--- config.mk ---
export PLATFORM = sky130hd
export DESIGN_NAME = multicycle_controller
export DESIGN_NICKNAME = d
export VERILOG_FILES = /design/src/rtl/multicycle_controller.sv
export SDC_FILE = /design/constraint.sdc
export NUM_CORES = 1
export LEC_CHECK = 0
export CORE_MARGIN = 2
export CORE_UTILIZATION = 58
export DETAILED_ROUTE_END_ITERATION = 12
export DONT_BUFFER_PORTS = 1
export PLACE_DENSITY_LB_ADDON = 0.2
export SLEW_MARGIN = 20
export SYNTH_ARGS = -nofsm -noshare
export SYNTH_HDL_FRONTEND = slang
export SYNTH_SLANG_ARGS = --single-unit
--- constraint.sdc ---
create_clock -name clk_i -period 2.2 [get_ports clk_i]
set_clock_uncertainty 0.05 [all_clocks]
set_input_delay 0 -clock clk_i [delete_from_list [all_inputs] [get_ports clk_i]]
set_output_delay 0 -clock clk_i [all_outputs]
set_load 0.01 [all_outputs]
--- src/rtl/multicycle_controller.sv ---
// Multi-cycle sequencing FSM for the MIPS-subset core, with a req/ready shared-memory handshake.
// Optional: define MULTICYCLE_ILLEGAL_TRAP_EN to send undecodable instructions to FAULT.
module multicycle_controller #(
  parameter int unsigned MAX_WAIT = 255,
  parameter int unsigned CNT_W    = 32
) (
  input  logic             clk_i,
  input  logic             rst_i,
  input  logic [5:0]       opcode_i,
  input  logic [5:0]       func_i,
  input  logic             zero_i,
  input  logic             mem_ready_i,
  output logic             mem_req_o,
  output logic             mem_is_data_o,
  output logic             dmem_we_o,
  output logic             ir_we_o,
  output logic             pc_we_o,
  output logic [1:0]       pc_src_o,
  output logic [4:0]       alu_op_o,
  output logic             alu_src_imm_o,
  output logic             reg_dst_rd_o,
  output logic             shamt_sel_o,
  output logic             mem_to_reg_o,
  output logic             reg_we_o,
  output logic [2:0]       state_o,
  output logic             retire_o,
  output logic [CNT_W-1:0] retire_cnt_o,
  output logic             fault_o
);

  localparam int unsigned WAIT_W = 8;
  localparam int unsigned TYPE_W = 5;

  localparam logic [TYPE_W-1:0] T_ADDI  = 5'd0;
  localparam logic [TYPE_W-1:0] T_ADDIU = 5'd1;
  localparam logic [TYPE_W-1:0] T_ADD   = 5'd2;
  localparam logic [TYPE_W-1:0] T_SUB   = 5'd3;
  localparam logic [TYPE_W-1:0] T_AND   = 5'd4;
  localparam logic [TYPE_W-1:0] T_OR    = 5'd5;
  localparam logic [TYPE_W-1:0] T_SLT   = 5'd6;
  localparam logic [TYPE_W-1:0] T_SRL   = 5'd7;
  localparam logic [TYPE_W-1:0] T_SLL   = 5'd8;
  localparam logic [TYPE_W-1:0] T_LUI   = 5'd9;
  localparam logic [TYPE_W-1:0] T_SW    = 5'd10;
  localparam logic [TYPE_W-1:0] T_LW    = 5'd11;
  localparam logic [TYPE_W-1:0] T_BEQ   = 5'd12;
  localparam logic [TYPE_W-1:0] T_J     = 5'd13;
  localparam logic [TYPE_W-1:0] T_ILL   = 5'd14;

  typedef enum logic [2:0] {
    S_FETCH  = 3'd0,
    S_DECODE = 3'd1,
    S_EXEC   = 3'd2,
    S_MEM    = 3'd3,
    S_WB     = 3'd4,
    S_FAULT  = 3'd7
  } state_e;

  state_e             state_q, state_d;
  logic [TYPE_W-1:0]  type_q, type_d, dec_type;
  logic [WAIT_W-1:0]  wait_q, wait_d;
  logic [CNT_W-1:0]   cnt_q, cnt_d;
  logic               wait_hit;
  logic               is_imm, is_rtype, is_shift;

  // Instruction type from opcode/func; R-type (opcode 0) is resolved by func.
  function automatic logic [TYPE_W-1:0] decode_type(input logic [5:0] op, input logic [5:0] fn);
    logic [TYPE_W-1:0] t;
    t = T_ILL;
    case (op)
      6'h00: begin
        case (fn)
          6'h20:   t = T_ADD;
          6'h22:   t = T_SUB;
          6'h24:   t = T_AND;
          6'h25:   t = T_OR;
          6'h2A:   t = T_SLT;
          6'h02:   t = T_SRL;
          6'h00:   t = T_SLL;
          default: t = T_ILL;
        endcase
      end
      6'h08:   t = T_ADDI;
      6'h09:   t = T_ADDIU;
      6'h0F:   t = T_LUI;
      6'h2B:   t = T_SW;
      6'h23:   t = T_LW;
      6'h04:   t = T_BEQ;
      6'h02:   t = T_J;
      default: t = T_ILL;
    endcase
    return t;
  endfunction

  assign dec_type = decode_type(opcode_i, func_i);
  assign wait_hit = (wait_q == WAIT_W'(MAX_WAIT));
  assign is_imm   = (type_q == T_ADDI) || (type_q == T_ADDIU) || (type_q == T_LUI) ||
                    (type_q == T_SW)   || (type_q == T_LW);
  assign is_rtype = (type_q >= T_ADD) && (type_q <= T_SLL);
  assign is_shift = (type_q == T_SRL) || (type_q == T_SLL) || (type_q == T_LUI);

  assign state_o      = state_q;
  assign retire_cnt_o = cnt_q;

  // State, type, wait-counter and retire-counter registers.
  always_ff @(posedge clk_i) begin
    if (rst_i) begin
      state_q <= S_FETCH;
      type_q  <= T_ILL;
      wait_q  <= '0;
      cnt_q   <= '0;
    end else begin
      state_q <= state_d;
      type_q  <= type_d;
      wait_q  <= wait_d;
      cnt_q   <= cnt_d;
    end
  end

  // Next-state and per-state output decode.
  always_comb begin
    state_d       = state_q;
    type_d        = type_q;
    wait_d        = '0;
    mem_req_o     = 1'b0;
    mem_is_data_o = 1'b0;
    dmem_we_o     = 1'b0;
    ir_we_o       = 1'b0;
    pc_we_o       = 1'b0;
    pc_src_o      = 2'b00;
    alu_op_o      = '0;
    alu_src_imm_o = 1'b0;
    reg_dst_rd_o  = 1'b0;
    shamt_sel_o   = 1'b0;
    mem_to_reg_o  = 1'b0;
    reg_we_o      = 1'b0;
    retire_o      = 1'b0;
    fault_o       = 1'b0;

    case (state_q)
      S_FETCH: begin
        mem_req_o = 1'b1;
        if (mem_ready_i) begin
          ir_we_o = 1'b1;
          pc_we_o = 1'b1;
          state_d = S_DECODE;
        end else if (wait_hit) begin
          state_d = S_FAULT;
        end else begin
          wait_d = WAIT_W'(wait_q + 1'b1);
        end
      end
      S_DECODE: begin
        type_d = dec_type;
        if (dec_type == T_J) begin
          pc_we_o  = 1'b1;
          pc_src_o = 2'b10;
          retire_o = 1'b1;
          state_d  = S_FETCH;
        end else if (dec_type == T_ILL) begin
`ifdef MULTICYCLE_ILLEGAL_TRAP_EN
          state_d  = S_FAULT;
`else
          retire_o = 1'b1;
          state_d  = S_FETCH;
`endif
        end else begin
          state_d = S_EXEC;
        end
      end
      S_EXEC: begin
        alu_op_o      = type_q;
        alu_src_imm_o = is_imm;
        reg_dst_rd_o  = is_rtype;
        shamt_sel_o   = is_shift;
        if (type_q == T_BEQ) begin
          if (zero_i) begin
            pc_we_o  = 1'b1;
            pc_src_o = 2'b01;
          end
          retire_o = 1'b1;
          state_d  = S_FETCH;
        end else if ((type_q == T_LW) || (type_q == T_SW)) begin
          state_d = S_MEM;
        end else begin
          state_d = S_WB;
        end
      end
      S_MEM: begin
        mem_req_o     = 1'b1;
        mem_is_data_o = 1'b1;
        dmem_we_o     = (type_q == T_SW);
        alu_op_o      = type_q;
        alu_src_imm_o = is_imm;
        reg_dst_rd_o  = is_rtype;
        shamt_sel_o   = is_shift;
        if (mem_ready_i) begin
          if (type_q == T_SW) begin
            retire_o = 1'b1;
            state_d  = S_FETCH;
          end else begin
            state_d = S_WB;
          end
        end else if (wait_hit) begin
          state_d = S_FAULT;
        end else begin
          wait_d = WAIT_W'(wait_q + 1'b1);
        end
      end
      S_WB: begin
        reg_we_o      = 1'b1;
        mem_to_reg_o  = (type_q == T_LW);
        alu_op_o      = type_q;
        alu_src_imm_o = is_imm;
        reg_dst_rd_o  = is_rtype;
        shamt_sel_o   = is_shift;
        retire_o      = 1'b1;
        state_d       = S_FETCH;
      end
      S_FAULT: begin
        fault_o = 1'b1;
      end
      default: begin
        state_d = S_FAULT;
      end
    endcase

    // Reset aborts the instruction in flight: drop requests, enables and the retire pulse.
    if (rst_i) begin
      mem_req_o     = 1'b0;
      mem_is_data_o = 1'b0;
      dmem_we_o     = 1'b0;
      ir_we_o       = 1'b0;
      pc_we_o       = 1'b0;
      pc_src_o      = 2'b00;
      alu_op_o      = '0;
      alu_src_imm_o = 1'b0;
      reg_dst_rd_o  = 1'b0;
      shamt_sel_o   = 1'b0;
      mem_to_reg_o  = 1'b0;
      reg_we_o      = 1'b0;
      retire_o      = 1'b0;
      fault_o       = 1'b0;
    end

    cnt_d = retire_o ? CNT_W'(cnt_q + 1'b1) : cnt_q;
  end

endmodule

### Word level (Yosys, flattened, before mapping)

Cells that the tools add are included.
W data, S select, Z words.

| word-level totals | value |
|---|---|
| flip-flop bits (word level) | 48 |
| logic and storage cells | 103 |
| input bits | 16 |
| output and inout bits | 54 |

| cells by class | value |
|---|---|
| bitwise gates (word level) | 1 |
| muxes and demuxes | 51 |
| reduce and logical (&&, ||, !) cells | 15 |
| $lt $le $gt $ge | 2 |
| $add $sub $neg | 2 |
| equal/unequal tests | 28 |

Operators with widths:

| operator | number |
|---|---|
| $eq A6 B6 Y1 const B | 7 |
| $pmux W5 S8 | 1 |
| $eq A5 B4 Y1 const B | 7 |
| $mux W1 | 33 |
| $add A32 B1 Y32 const B | 1 |
| $pmux W4 S7 | 1 |
| $eq A6 B4 Y1 const B | 3 |
| $mux W3 | 6 |
| $pmux W3 S6 | 1 |
| $eq A6 B2 Y1 const B | 2 |
| $logic_not A6 Y1 | 2 |
| $mux W5 | 2 |
| $add A8 B1 Y8 const B | 1 |
| $eq A8 B8 Y1 const B | 1 |
| $mux W2 | 4 |
| $logic_or A1 B1 Y1 | 7 |
| $eq A3 B2 Y1 const B | 2 |
| $eq A3 B3 Y1 const B | 2 |
| $eq A6 B3 Y1 const B | 1 |
| $eq A5 B1 Y1 const B | 1 |
| $eq A5 B3 Y1 const B | 1 |
| $ge A5 B2 Y1 const B | 1 |
| $le A5 B4 Y1 const B | 1 |
| $logic_not A5 Y1 | 1 |
| other kinds (10) | 10 |

### Depth between registers and ports, before layout

Gate-level depths: netlist of run 1.

| logic depth | value |
|---|---|
| word-level depth | 8 |
| mapped depth | 10 |
| depth with buffers taken out | 7 |

### Least setup slack after synthesis of run 1

OpenSTA, ideal clock, no wires.

| timing path | value |
|---|---|
| path type | reg-to-reg |
| start | register type_q[1] |
| end | register cnt_q[29], in the netlist retire_cnt_o[29] |
| data arrival time | 2045 ps |
| required time | 2029 ps |
| setup time | 121 ps |
| buffers on the path | 3 |
| period minus slack after synthesis | 2216 ps |
| cell stages (with the launch flop) | 10 |
| slack | -16 ps |
| path through | dfxtp_1 clkbuf_1 nor2b_1 a31oi_1 nor4b_1 a21oi_1 clkbuf_1 buf_2 a21oi_2 mux2_4 |

| on the way | value |
|---|---|
| cells in the longest elaborated chain, start to end | 5 |
| elaborated cells between the ends (all ways) | 7 |
| those cells by class | eq/ne (2); mux (5) |

Ends and longest elaborated chain:

| element | RTL line | source |
|---|---|---|
| start: declaration | 60 | `logic [TYPE_W-1:0] type_q, type_d, dec_type;` |
| start signal: assignment | 114 | `type_q <= type_d;` |
| $eq A5 B4 Y1 | 198 | `if (type_q == T_SW) begin` |
| $mux W1 | 198 |  |
| $mux W1 | 197 | `if (mem_ready_i) begin` |
| $pmux W1 S4 (*) | 140 | `case (state_q)` |
| $mux W1 (*) | 229 | `if (rst_i) begin` |
| end signal: assignment | 116 | `cnt_q <= cnt_d;` |
| end: declaration | 62 | `logic [CNT_W-1:0] cnt_q, cnt_d;` |

Mark *: on every way between the ends. The rest lies on a longest branch, timed or not.
A chain may end at the register's enable or synchronous reset.

### Worst setup path in the final report of run 1

| timing path | value |
|---|---|
| start | register type_q[2] |
| end | register cnt_q[27], in the netlist retire_cnt_o[27] |

The elaborated chain is that of the path after synthesis.

==> run summary, run 1 <==
The share of cell area taken by muxes after synthesis is 11.6%. The number of top-level pins is 70. The clock-pin slew on the worst setup and hold paths is 0.10 ns. The initialized floorplan defines 27 standard-cell rows. The total power draw came out at 1.97 mW.

STA puts the critical path data required time at 2.37 ns. The number of nets with antenna violations after detailed routing is 0. The ratio of total power to cell area is 524 nW/um2.

STA classifies the critical path endpoint as a flop. Entering global routing, the biggest net connects 66 pins. TritonCTS built the clock tree.

Setup repair after global routing could not meet its margin everywhere. After detailed placement, the total cell area comes to 3480 um2. The final route contains 3,103 vias.

The synthesized netlist devotes between 15 and 20% of its cell area to compound gates. The average wire length per cell after detail routing is 15.1 um. During placement, the flow inserted port buffers numbering 0. By area, the combinational part of the netlist is dominated by simple AND/OR/NAND/NOR gates.

The beginning of the worst register-to-register path is type_q[2]. The later-pin clock latency in the skew report came out at 0.32 ns. dfxtp_1 takes more of the synthesized area than any other cell.

The H-tree depth is 2. Detailed placement ended at an HPWL of 5300 um. Counting every net in the synthesized netlist gives 439.

The area fraction of the dominant cell type after synthesis is 29.0%. For this configuration, the core starts out at a cell density of 59.4%. STA classifies the critical path startpoint as a flop. The final design utilization is 68.6%.

Dividing the final minimum period by the clock period gives roughly 97%. After detailed routing, the number of vias per cell comes to approximately 6. In the synthesized netlist the async set-or-reset flop fraction comes to 0%. The worst hold endpoint is reg_we_o.

The min-delay analysis places its worst path in the category in2out. The starting DRC count in detailed routing came out at 200. The initial antenna violation count is 0.

The mean post-synth cell area is 7.72 um2. The count of unresolved DRC violations after routing came out at 0. The data arrival time at the worst-slack endpoint came out at 2.30 ns.

The maximum resistive drop on vdd came out at 0.277 mV. The minimum period implied by the final worst setup slack is 2.13 ns. For this run, the post-layout net count is 457. The final hold violation count is 1. The count of non-filler cells in the finished layout is between 500 and 600. The number of max-capacitance violations reported came out at 0. The number of warning messages in the yosys log came out at 0. The global-route wire length before repair came out at 12,800 um. The cell area after layout is 3750 um2. The maximum buffer depth of the clock tree is 2.

After synthesis the cells add up to 3250 um2. The layout has approximately 460 filler cells. The synthesized netlist devotes 35.1% of its cell area to simple gates. The antenna diode count came out at 0. The number of detailed-route iterations in the first pass came out at 5. The adder-cell share of the synthesized area came out at 0.770%. The checks that failed: hold timing. The startpoint of the tightest hold check path is rst_i.

Of the cells placed in the final design, the portion with a size suffix greater than 1 is a little under a quarter. The xor and xnor area share after synthesis is 1.62%. The total count of max-transition violations in the final report came out at 0. The flow ran to the end, but the final reports show violations. From synthesis to final layout, the design area changed by 15.6%. The region available for standard cell placement spans around 5500 um2. The placed cell count is 496. The final number of setup-violating endpoints came out at 0. The height of the die came out at 78.8 um.

In the synthesized netlist, the number of instances is 421. The flop and latch count out of synthesis came out at 47. The leakage power total is 1.46 nW. The final layout contains routed wiring with a total length of 7740 um. In this run the critical register-to-register path is captured at retire_cnt_o[27]. The critical path is of the reg2reg type. Counting flops with a built-in enable in the synthesized netlist gives 0. Global routing used between 20 and 30% of the available tracks. The normalized max-slew margin is 55.5%.

The post-route worst hold slack came out at -0.000280 ns. Along the worst path, the maximum fanout reaches 11. The tree is rooted in a clkbuf_8. The placer congestion estimate is approximately 0.86. The floorplan step defined a die boundary enclosing 6210 um2.

The slew of the pin with the lowest slew margin is between 0.6 and 0.7 ns. The flop-to-flop setup slack is around 0.067 ns. The number of clock buffers inserted by TritonCTS is 5. The number of global-route vias before repair is between 2,000 and 3,000.

The worst-case reg-to-reg path depth came out at 6. Yosys attributes the largest share of cell area to dfxtp_1 (29%), nor2_1 (7.6%), mux2_2 (7.6%). The maximum frequency from static timing analysis is 0.469 GHz.

The cell depth of the worst hold path came out at 1. After synthesis, the netlist uses 56 different library cells. The sink count of the clock tree came out at 47. The total global routing overflow came out at 0.

The sequential area share after synthesis is 29.0%. The most used flip-flop cell after synthesis is dfxtp_1. The overall die width came out at between 70 and 80 um.
==> area by class of cell <==
type | instances | area, um2 | area share (%)
Clock buffer | 5 | 68.8 | 1.83
Sequential cell | 47 | 942 | 25.1
Clock inverter | 3 | 46.3 | 1.23
Multi-Input combinational cell | 334 | 2200 | 58.6
Timing Repair Buffer | 42 | 373 | 9.93
Tap cell | 72 | 90.1 | 2.40
Inverter | 9 | 33.8 | 0.900
==> registers in the layout, summed over array words and instances, names as in the netlist <==
register	count
state_o	3
type_q	4
wait_q	8
retire_cnt_o	32
==> synthesized netlist by cell type (3+ instances only) <==
cell type / n
nand3_1: 19
nand4_1: 9
inv_1: 9
a21oi_1: 32
xnor2_1: 3
nor3_1: 5
a211oi_1: 4
and3_1: 12
and2_1: 9
dfxtp_1: 47
xor2_1: 3
nand2_1: 30
and4_1: 4
nor2_1: 66
nor4b_1: 3
mux2_4: 8
mux2_2: 22
o211ai_1: 5
o21ai_0: 10
nor3b_1: 4
clkbuf_1: 26
or3_1: 3
nor2b_1: 35
a21oi_2: 7
==> where the power goes <==
group	internal, mW	switching, mW
Clock	0.343	0.331
Combinational	0.169	0.231
Sequential	0.871	0.0228
Total	1.38	0.585
==> cells by family after synthesis <==
logic type,after synthesis
other cells,1
mux,31
simple gates,216
xor+xnor,6
buf+inv,41
compound gates,77
fa+ha+maj,2
flops,47
==> metal layers <==
metal  global-route usage (%)  up-vias  wire [um]
met2                     42.1      100       3680
met5                        0        -          0
met4                     9.31        0        141
li1                         -     1513          -
met3                     6.70       13        427
met1                     31.7     1477       3500
==> critical path, cell delays in order, from the launching register on <==
cell and delay, ns:
dfxtp_1 0.37, nor3b_1 0.33, a31oi_2 0.09, nor4b_4 0.37
a21oi_4 0.14, a211oi_1 0.32, mux2_2 0.36
==> how the worst max path moves through the flow <==
stage / depth (start not counted) / endpoint / from / slack (ns)
2_1_floorplan: 9 / retire_cnt_o[29] / type_q[2] / 0.004
3_3_place_gp: 7 / retire_cnt_o[11] / type_q[1] / -0.26
3_5_place_dp: 7 / retire_cnt_o[11] / type_q[1] / -0.32
4_1_cts: 8 / alu_src_imm_o / state_o[0] / 0.04
5_1_grt: 7 / retire_o / type_q[2] / -0.02
6_report: 6 / retire_cnt_o[27] / type_q[2] / 0.07
==> placed cells by master (no fill, tap or decap), types with 4 or more instances in the layout <==
cell / netlist / routed
nor2_1: 66 / 65
clkbuf_8: 0 / 5
a21oi_2: 7 / 8
mux2_4: 8 / 8
dlygate4sd3_1: 0 / 5
dfxtp_1: 47 / 46
and3_1: 12 / 12
buf_4: 2 / 34
nor3_1: 5 / 5
and2_1: 9 / 8
o21ai_0: 10 / 10
a21oi_1: 32 / 31
nor2b_1: 35 / 34
nand4_1: 9 / 9
nand3_1: 19 / 19
mux2_2: 22 / 22
inv_1: 9 / 9
o211ai_1: 5 / 5
nand2_1: 30 / 30
a211oi_1: 4 / 4
==> stage by stage <==
step           setup slack (ns)  setup TNS, ns
2_1_floorplan           0.00412              0
3_3_place_gp             -0.255          -1.31
3_5_place_dp             -0.320          -1.84
4_1_cts                  0.0439              0
5_1_grt                 -0.0169        -0.0457
6_report                 0.0667              0
==> timing repair <==
action,CTS,global route
cloned,1,0
setup buffers,0,1
hold buffers,6,0
hold endpoints to repair,47,0
gates resized for setup,5,9
endpoints found under the setup margin,16,16
No activity file was read; power rests on OpenSTA's default activity.
==> run 2: changes to the inputs <==
- PLACE_DENSITY: default -> 0.76
- PLACE_DENSITY_LB_ADDON: 0.2 -> default
==> run 2 against run 1 <==
- the run still ends with hold timing left
- final area decreased by 2.9%
- non-clock buffer count shrank 5
- wire length shrank 4.5%
- register-to-register slack gained 0.09 ns
- global-route usage is 1.4 points lower
- combinational power decreased by 11%
- clock-buffer cell count rose by 3
- largest cell class unchanged
- largest power group unchanged
==> run summary, run 2 (same netlist as run 1, synthesis figures left out) <==
The total number of cells along the worst setup path is 6. The count of fill cells added during filler insertion came out at 477. The tightest min-delay check is of the in2out type. The initial antenna violation count is 0.

The detailed-route vias per instance came out at 5.90. The die is a little under 80 um wide. Of the total power, combinational logic draws 19.5%. The maximum frequency from static timing analysis is 0.486 GHz. The total count of max-transition violations in the final report is 0. The switching share of total power is between 20% and 30%. The data arrival time at the worst-slack endpoint came out at 2.01 ns.

The maximum resistive drop on vdd is between 0.3 and 0.4 mV. The total negative setup slack came out at 0 ns. Setup slack on the worst reg-to-reg path comes out at 0.16 ns.

In the layout the commonest cells are nor2_1 (65), dfxtp_1 (47), nor2b_1 (34). The count of nets left with antenna violations once routing finished came out at 0. Entering global routing, the biggest net connects 66 pins.

Once layout is complete, the utilization of the core stands at 66.6%. The antenna diode count is 0. The ratio of total power to cell area is ~500 nW/um2.

Setup violations remaining at the end of the flow were counted as 0. Summing all placed instances gives a cell area of 3440 um2. The count of non-filler cells in the finished layout is 506. The number of flip-flops under the largest register name came out at 32. The later-pin clock latency in the skew report is 0.30 ns.

The leakage power total is about 1.4 nW. The run finished, with violations left. The worst setup margin is 0.142 ns. The average wire length per cell after detail routing came out at 14.6 um. The number of max-capacitance violations reported is 0. The aggregate global-route resource usage is between 20% and 30%.

The number of global-route vias before repair is 2,676. The library cell used most frequently in the layout, excluding fill and tap cells, is nor2_1. The critical path is of the in2out type.

The reg-to-reg endpoint is retire_cnt_o[27]. Once the floorplan was initialized, standard cells occupied 59.4% of the core. For this design, the sink count on the clock tree is 47. During placement, the flow inserted port buffers numbering 0.

The most critical setup path has its startpoint at rst_i. STA classifies the critical path endpoint as a primary output. The minimum period implied by the final worst setup slack is slightly above 2 ns. The power share of the clock group is between 30% and 40%. The starting DRC count in detailed routing came out at 171. The height of the die came out at a little under 80 um.

The floorplan step defined a die boundary enclosing 6210 um2. The number of buffers and inverters on the critical path is 3. The internal portion of the total power is 1.30 mW. The nature of the critical path startpoint is a primary input. The final hold violation count came out at 1. The final reports fail on hold timing. In the routed design, unresolved DRC markers number 0. The H-tree depth came out at 2. The total global routing overflow came out at 0. Data on the critical path is required at its endpoint by 2.15 ns.

The largest fanout of any net on the critical path is 65. The cell depth of the worst hold path is 1. Cells with a size suffix above 1 make up a little over a fifth of the layout.

The worst register-to-register path begins at retire_cnt_o[13]. The routed layout has 2,985 vias. The total power draw came out at 1.83 mW.

The critical path goes through dlygate4sd3_1 > buf_16 > inv_1 > nand2_1 > nor3b_1 > nor3b_1. The cell area after layout is 3640 um2. The placer congestion estimate is 0.818.

The layout-stage area growth over the synthesis result came out at 12.2%. The number of nets in the finished design is 451. TritonCTS built the clock tree. The total half-perimeter wirelength after legalization and detailed placement is roughly 5200 um. Prior to clock tree synthesis, the placed netlist has a worst setup slack of -0.0362 ns. The worst-case reg-to-reg path depth is 6. The normalized max-slew margin is a little over three fifths. The number of clock buffers inserted by TritonCTS is 5.

The placed cell count came out at 492. The maximum cell stage delay along the critical path came out at 0.60 ns. The portion of total power attributed to sequential cells is 48.8%. Row generation in the floorplan step produced 27 rows. Pin placement for this block handled 70 I/O pins.

The slowest stage of the critical path is the dlygate4sd3_1 cell. Grouping stages by cell kind, the critical path spends the most delay in buffers and inverters. The slew of the pin with the lowest slew margin came out at 0.547 ns. The maximum buffer depth of the clock tree came out at 2. The overall routed net length came out at 7400 um.

The first global-routing pass estimated 12,200 um of wire. The area of the placeable core is around 5500 um2. The first detailed-routing pass took 4 iterations.

The most numerous cell type found on the critical path is nor3b_1. The total net switching power is 0.526 mW. Dividing the final minimum period by the clock period gives ~94%. The root buffer cell chosen for the clock tree is clkbuf_8. The post-route worst hold slack is -0.0000638 ns.

Following the worst setup path forward leads to its endpoint at dmem_we_o. Setup repair after global routing left no endpoint under its margin.
run 2: cell types whose count changed in the layout (fill, tap and decap cells not counted), sizes merged:
cell	before	now
clkinvlp	1	0
clkbuf	5	8
buf	37	32
inv	10	9
bufinv	1	0
a21oi	40	39
run 2: worst min-delay path by stage:
stage	start	endpoint	slack [ns]
2_1_floorplan	zero_i	pc_src_o[0]	0.10
3_3_place_gp	rst_i	reg_we_o	0.005
3_5_place_dp	rst_i	reg_we_o	0.006
4_1_cts	rst_i	reg_we_o	0.00004
5_1_grt	rst_i	reg_we_o	0.003
6_report	rst_i	reg_we_o	-0.00006
run 2: power groups by stage:
| stage | Combinational, mW | Sequential [mW] | Clock [mW] |
|---|---|---|---|
| global placement | 0.307 | 0.910 | 0 |
| finish | 0.356 | 0.892 | 0.580 |
| floorplan | 0.267 | 0.908 | 0 |
| global route | 0.397 | 0.895 | 0.623 |
| CTS | 0.348 | 0.890 | 0.591 |
| detailed placement | 0.315 | 0.910 | 0 |
run 2: timing repair:
| item | CTS | global route |
|---|---|---|
| hold buffers | 6 | 0 |
| setup buffers | 0 | 0 |
| hold endpoints to repair | 47 | 0 |
| endpoints found under the setup margin | 0 | 31 |
| gates resized for setup | 0 | 9 |
run 2: layer usage:
layer  routed length [um]  part of all wire, %  GRT usage (%)  vias to the layer above
met1                 3280                   44           31.0                     1394
met3                  427                  5.8           5.00                       10
met4                   97                  1.3           6.55                        0
met5                    0                    0              0                        -
li1                     -                    -              -                     1499
met2                 3590                   49           40.5                       82
run 2: final cells by class:
| type | instances | area [um2] | area share (%) |
|---|---|---|---|
| tap | 72 | 90.1 | 2.47 |
| timing repair buffer | 37 | 323 | 8.86 |
| sequential | 47 | 941 | 25.8 |
| multi-input combinational | 333 | 2160 | 59.2 |
| clock buffer | 8 | 100 | 2.75 |
| inverter | 9 | 33.8 | 0.927 |
==> run 3: changes to the inputs <==
- ABC_AREA: default -> 1
==> run 3 against run 2 <==
- the flow now finishes without violations
- global-route usage is 2.5 points higher
- maximum frequency is 2.3% higher
- sequential cell count stayed put
- sequential power is 6.7% higher
- register-to-register slack better by 0.03 ns
- wire length is 4.8% higher
- via count is 11% higher
- combinational power is 23% higher
- critical path type is now reg2reg
- critical endpoint is now retire_cnt_o[24]
==> run summary, run 3 <==
The flow ran to the end, and the final reports show no timing, DRC or antenna violations. The number of detailed-route iterations in the first pass is 4. The path class of the tightest hold or removal check is in2out. dfxtp_1 takes more of the synthesized area than any other cell.

The number of nets in the synthesized netlist is around 540. After Yosys synthesis, XOR and XNOR cells account for roughly 3.6% of the synthesized area. The maximum buffer depth of the clock tree is 2.

The count of unresolved DRC violations after routing came out at 0. The worst path in the final design needs a cycle of 2.01 ns, including I/O delays and setup. Multiplexer cells account for 0% of the synthesized area. The adder-cell share of the synthesized area came out at 0.797%.

In this run the biggest area consumer among cell types represents 30.0% of the synthesized area. Synthesis inferred 47 register bits. The synthesized-area fraction occupied by ao, oa, aoi and oai cells came out at 7.38%.

STA puts the critical path data required time at 2.40 ns. For hold timing, the worst endpoint is reg_we_o. The count of vias placed by the detailed router is 3,319. During I/O placement, the number of pins put on the boundary was 70. Across the run, the number of max-cap violations was 0. The die covers 6010 um2. Grouping stages by cell kind, the critical path spends the most delay in simple AND/OR/NAND/NOR gates. The final period utilization is 91.4%. Dividing the detail-routed wire length by the instance count gives 12.7 um. The worst hold path begins at rst_i. The number of global-route vias before repair came out at 3,133. In this run the critical register-to-register path is launched from retire_cnt_o[0]. The most common library cell in the layout ignoring fill and taps is nand2_1. The portion of total power attributed to sequential cells came out at between 40% and 50%.

The largest fanout of any net on the critical path is 4. The count of nets left with antenna violations once routing finished came out at 0. By area, the combinational part of the netlist is dominated by simple AND/OR/NAND/NOR gates. The slowest stage of the critical path belongs to the cell dfxtp_2. The power share of the clock group came out at 32.2%. For this run the aggregate overflow at the end of global routing stands at 0. Averaged over all synthesized cells, the footprint is 5.98 um2. The detailed-route vias per instance came out at about 5.4. The sequential area share after synthesis came out at between 20% and 30%.

In this run the critical register-to-register path is captured at retire_cnt_o[24]. For this run, the slowest stage of the critical path takes 0.37 ns. The total count of max-transition violations in the final report is 0.

The initial antenna violation count is 0. STA classifies the critical path endpoint as a flop. After legalization and detailed placement, the total HPWL measured 5900 um.

After synthesis, the most frequently instantiated cells are nand2_1 (121), nor2_1 (96), inv_1 (76). The number of nets in the finished design came out at 559. The number of different library cells used by synthesis comes to 34. Measured in cells, the most critical reg-to-reg path has a length of 15. For this design the static power due to leakage is 1.53 nW. The number of rows created at floorplan is 26. The library cell with the highest instance count after synthesis is nand2_1. Together, buffers and inverters on the worst path number 1. The global-route wire length before repair came out at 13,300 um.

The worst setup path is launched from a flop. Clock tree synthesis selected as its root buffer the cell clkbuf_8. The placer congestion estimate came out at 0.926.

The core region is 5170 um2. The later-pin clock latency in the skew report is roughly 0.3 ns. Entering global routing, the biggest net connects 26 pins.

The maximum frequency from static timing analysis is 0.497 GHz. The antenna diode count came out at 0. The number of warning messages in the yosys log came out at 0. The number of buffers added for setup after CTS is 0. By area the synthesized netlist is led by dfxtp_1 (30%), nand2_1 (14%), nor2_1 (11%). For the pin with the worst max-slew slack, the measured transition is 0.707 ns.

Dividing total power by cell area gives a power density of 591 nW/um2. The total negative setup slack came out at 0 ns. TritonCTS built the clock tree. Of the total synthesized cell area, the portion taken by AND, OR, NAND and NOR gates is between 40% and 50%. The data arrival time at the worst-slack endpoint is around 2.2 ns. After detailed routing, the total wire length is 7750 um.

For this run, the total global-route usage over all layers was measured as around a quarter. The number of flops mapped to enable cells by yosys came out at 0. The setup path with the least slack is of type reg2reg. The overall die width is 77.6 um. The count of mapped cells out of synthesis is between 500 and 600. The switching share of total power came out at 31.2%. The library cells used most frequently in the layout, excluding fill and tap cells, are nand2_1 (120), nor2_1 (91), inv_1 (76).

The total net switching power is 0.640 mW. Counting every sink on the clock net gives 47. The worst register-to-register path has a setup slack of 0.19 ns. Buffers placed on the I/O ports in this run total 0. The number of clock buffers inserted by TritonCTS is 5. The layout-stage area growth over the synthesis result is 10.6%. The final hold violation count is 0. Setup repair after global routing left no endpoint under its margin. The number of flip-flops under the largest register name came out at 32.

Headroom to the max-slew limit came out at 52.7%. VDD sags by at most 0.297 mV. The die is 77.6 um tall.

The H-tree was split into 2 levels. The clock-pin slew on the worst setup and hold paths is ~0.090 ns. The critical path goes through ha_1 > nand3_2 > nor2_4 > inv_1 > nor2_2 > nand2_1 > nor2_2 > nand2_1 > nor2_2 > nand2_1 > nor2_1 > nand2_1 > nand2_1 > nand2_1 > nor2_1. Along the worst hold path, the cell count comes to 1. In the final layout, the share of cells above drive strength 1 is 10.1%. Setup violations remaining at the end of the flow were counted as 0.

In the synthesized netlist the dominant register cell turns out to be dfxtp_1. The starting DRC count in detailed routing is 211. The share of power burned in combinational logic came out at 21.4%. The dominant cell type by count on the critical path is nand2_1.

The internal power summed over all cells is 1.41 mW. The mapped cell area is 3140 um2. Across all hold checks on the routed design, the worst slack comes to 0.00353 ns.

The initial cell density of the core came out at 60.7%. The fraction of synthesis flops using an asynchronous set or reset pin came out at 0%.
run 3: changes by cell type after synthesis, sizes merged, moves of 30 or more:
| cell | previous run | this run |
|---|---|---|
| inv | 9 | 77 |
| mux2 | 30 | 0 |
| nand2 | 30 | 126 |
| nand3 | 19 | 49 |
| nor2 | 66 | 102 |
| nor2b | 35 | 0 |
run 3: layer usage:
layer  global-route usage (%)  vias up  wire length, um
met5                        0        -                0
met4                     7.32        0              104
met3                     8.02       12              685
met2                     43.9      110             3460
met1                     33.2     1490             3500
li1                         -     1707                -
run 3: worst max-delay path by stage:
stage                         start          endpoint  slack [ns]  cells after the start
finish              retire_cnt_o[0]  retire_cnt_o[24]        0.19                     15
global route        retire_cnt_o[0]  retire_cnt_o[24]        0.02                     15
CTS                 retire_cnt_o[0]  retire_cnt_o[24]        0.06                     15
detailed placement  retire_cnt_o[0]  retire_cnt_o[24]        0.08                     15
global placement    retire_cnt_o[2]  retire_cnt_o[27]        0.16                     11
floorplan           retire_cnt_o[0]  retire_cnt_o[24]        0.25                     14
run 3: worst register-to-register path, delay by kind of cell (launching register included):
| kind | cells | cell delay [ns] |
|---|---|---|
| adder cells (fa/ha/maj) | 1 | 0.20 |
| buffers and inverters | 1 | 0.07 |
| flip-flops | 1 | 0.37 |
| AND/OR/NAND/NOR | 13 | 1.26 |
run 3: stage by stage:
stage               std cells  util, %  setup slack (ns)  total power [mW]  area [um2]
floorplan                 525        -             0.251              1.31        3140
global placement          602     63.7             0.162              1.37        3290
detailed placement        602     63.7            0.0845              1.38        3290
CTS                       612     66.3            0.0563              2.04        3430
global route              612     67.1            0.0157              2.15        3470
finish                    612     67.1             0.189              2.05        3470
run 3: logic make-up after synthesis:
kind of cell | Yosys count
and+or+nand+nor | 329
buffers and inverters | 91
DFF | 47
AOI/OAI and AO/OA | 42
xor gates and xnor gates | 13
adders and majority gates | 2
other | 1
run 3: final cells by class:
type	instances	area, um2
Multi-Input combinational cell	387	1850
Fill cell	500	1700
Clock inverter	2	35.0
Clock buffer	6	82.6
Tap cell	70	87.6
Inverter	78	293
Timing Repair Buffer	22	178
Sequential cell	47	946
run 3: power groups by stage:
stage	Clock [mW]	Sequential, mW	Combinational, mW
2_1_floorplan	0	0.955	0.351
3_3_place_gp	0	0.963	0.410
3_5_place_dp	0	0.967	0.410
4_1_cts	0.670	0.947	0.421
5_1_grt	0.701	0.961	0.487
6_report	0.659	0.952	0.438
run 3: timing repair:
action,in CTS,in global routing
gates resized for setup,0,14
hold buffers,2,0
endpoints found under the hold margin,19,0
setup endpoints to repair,0,21
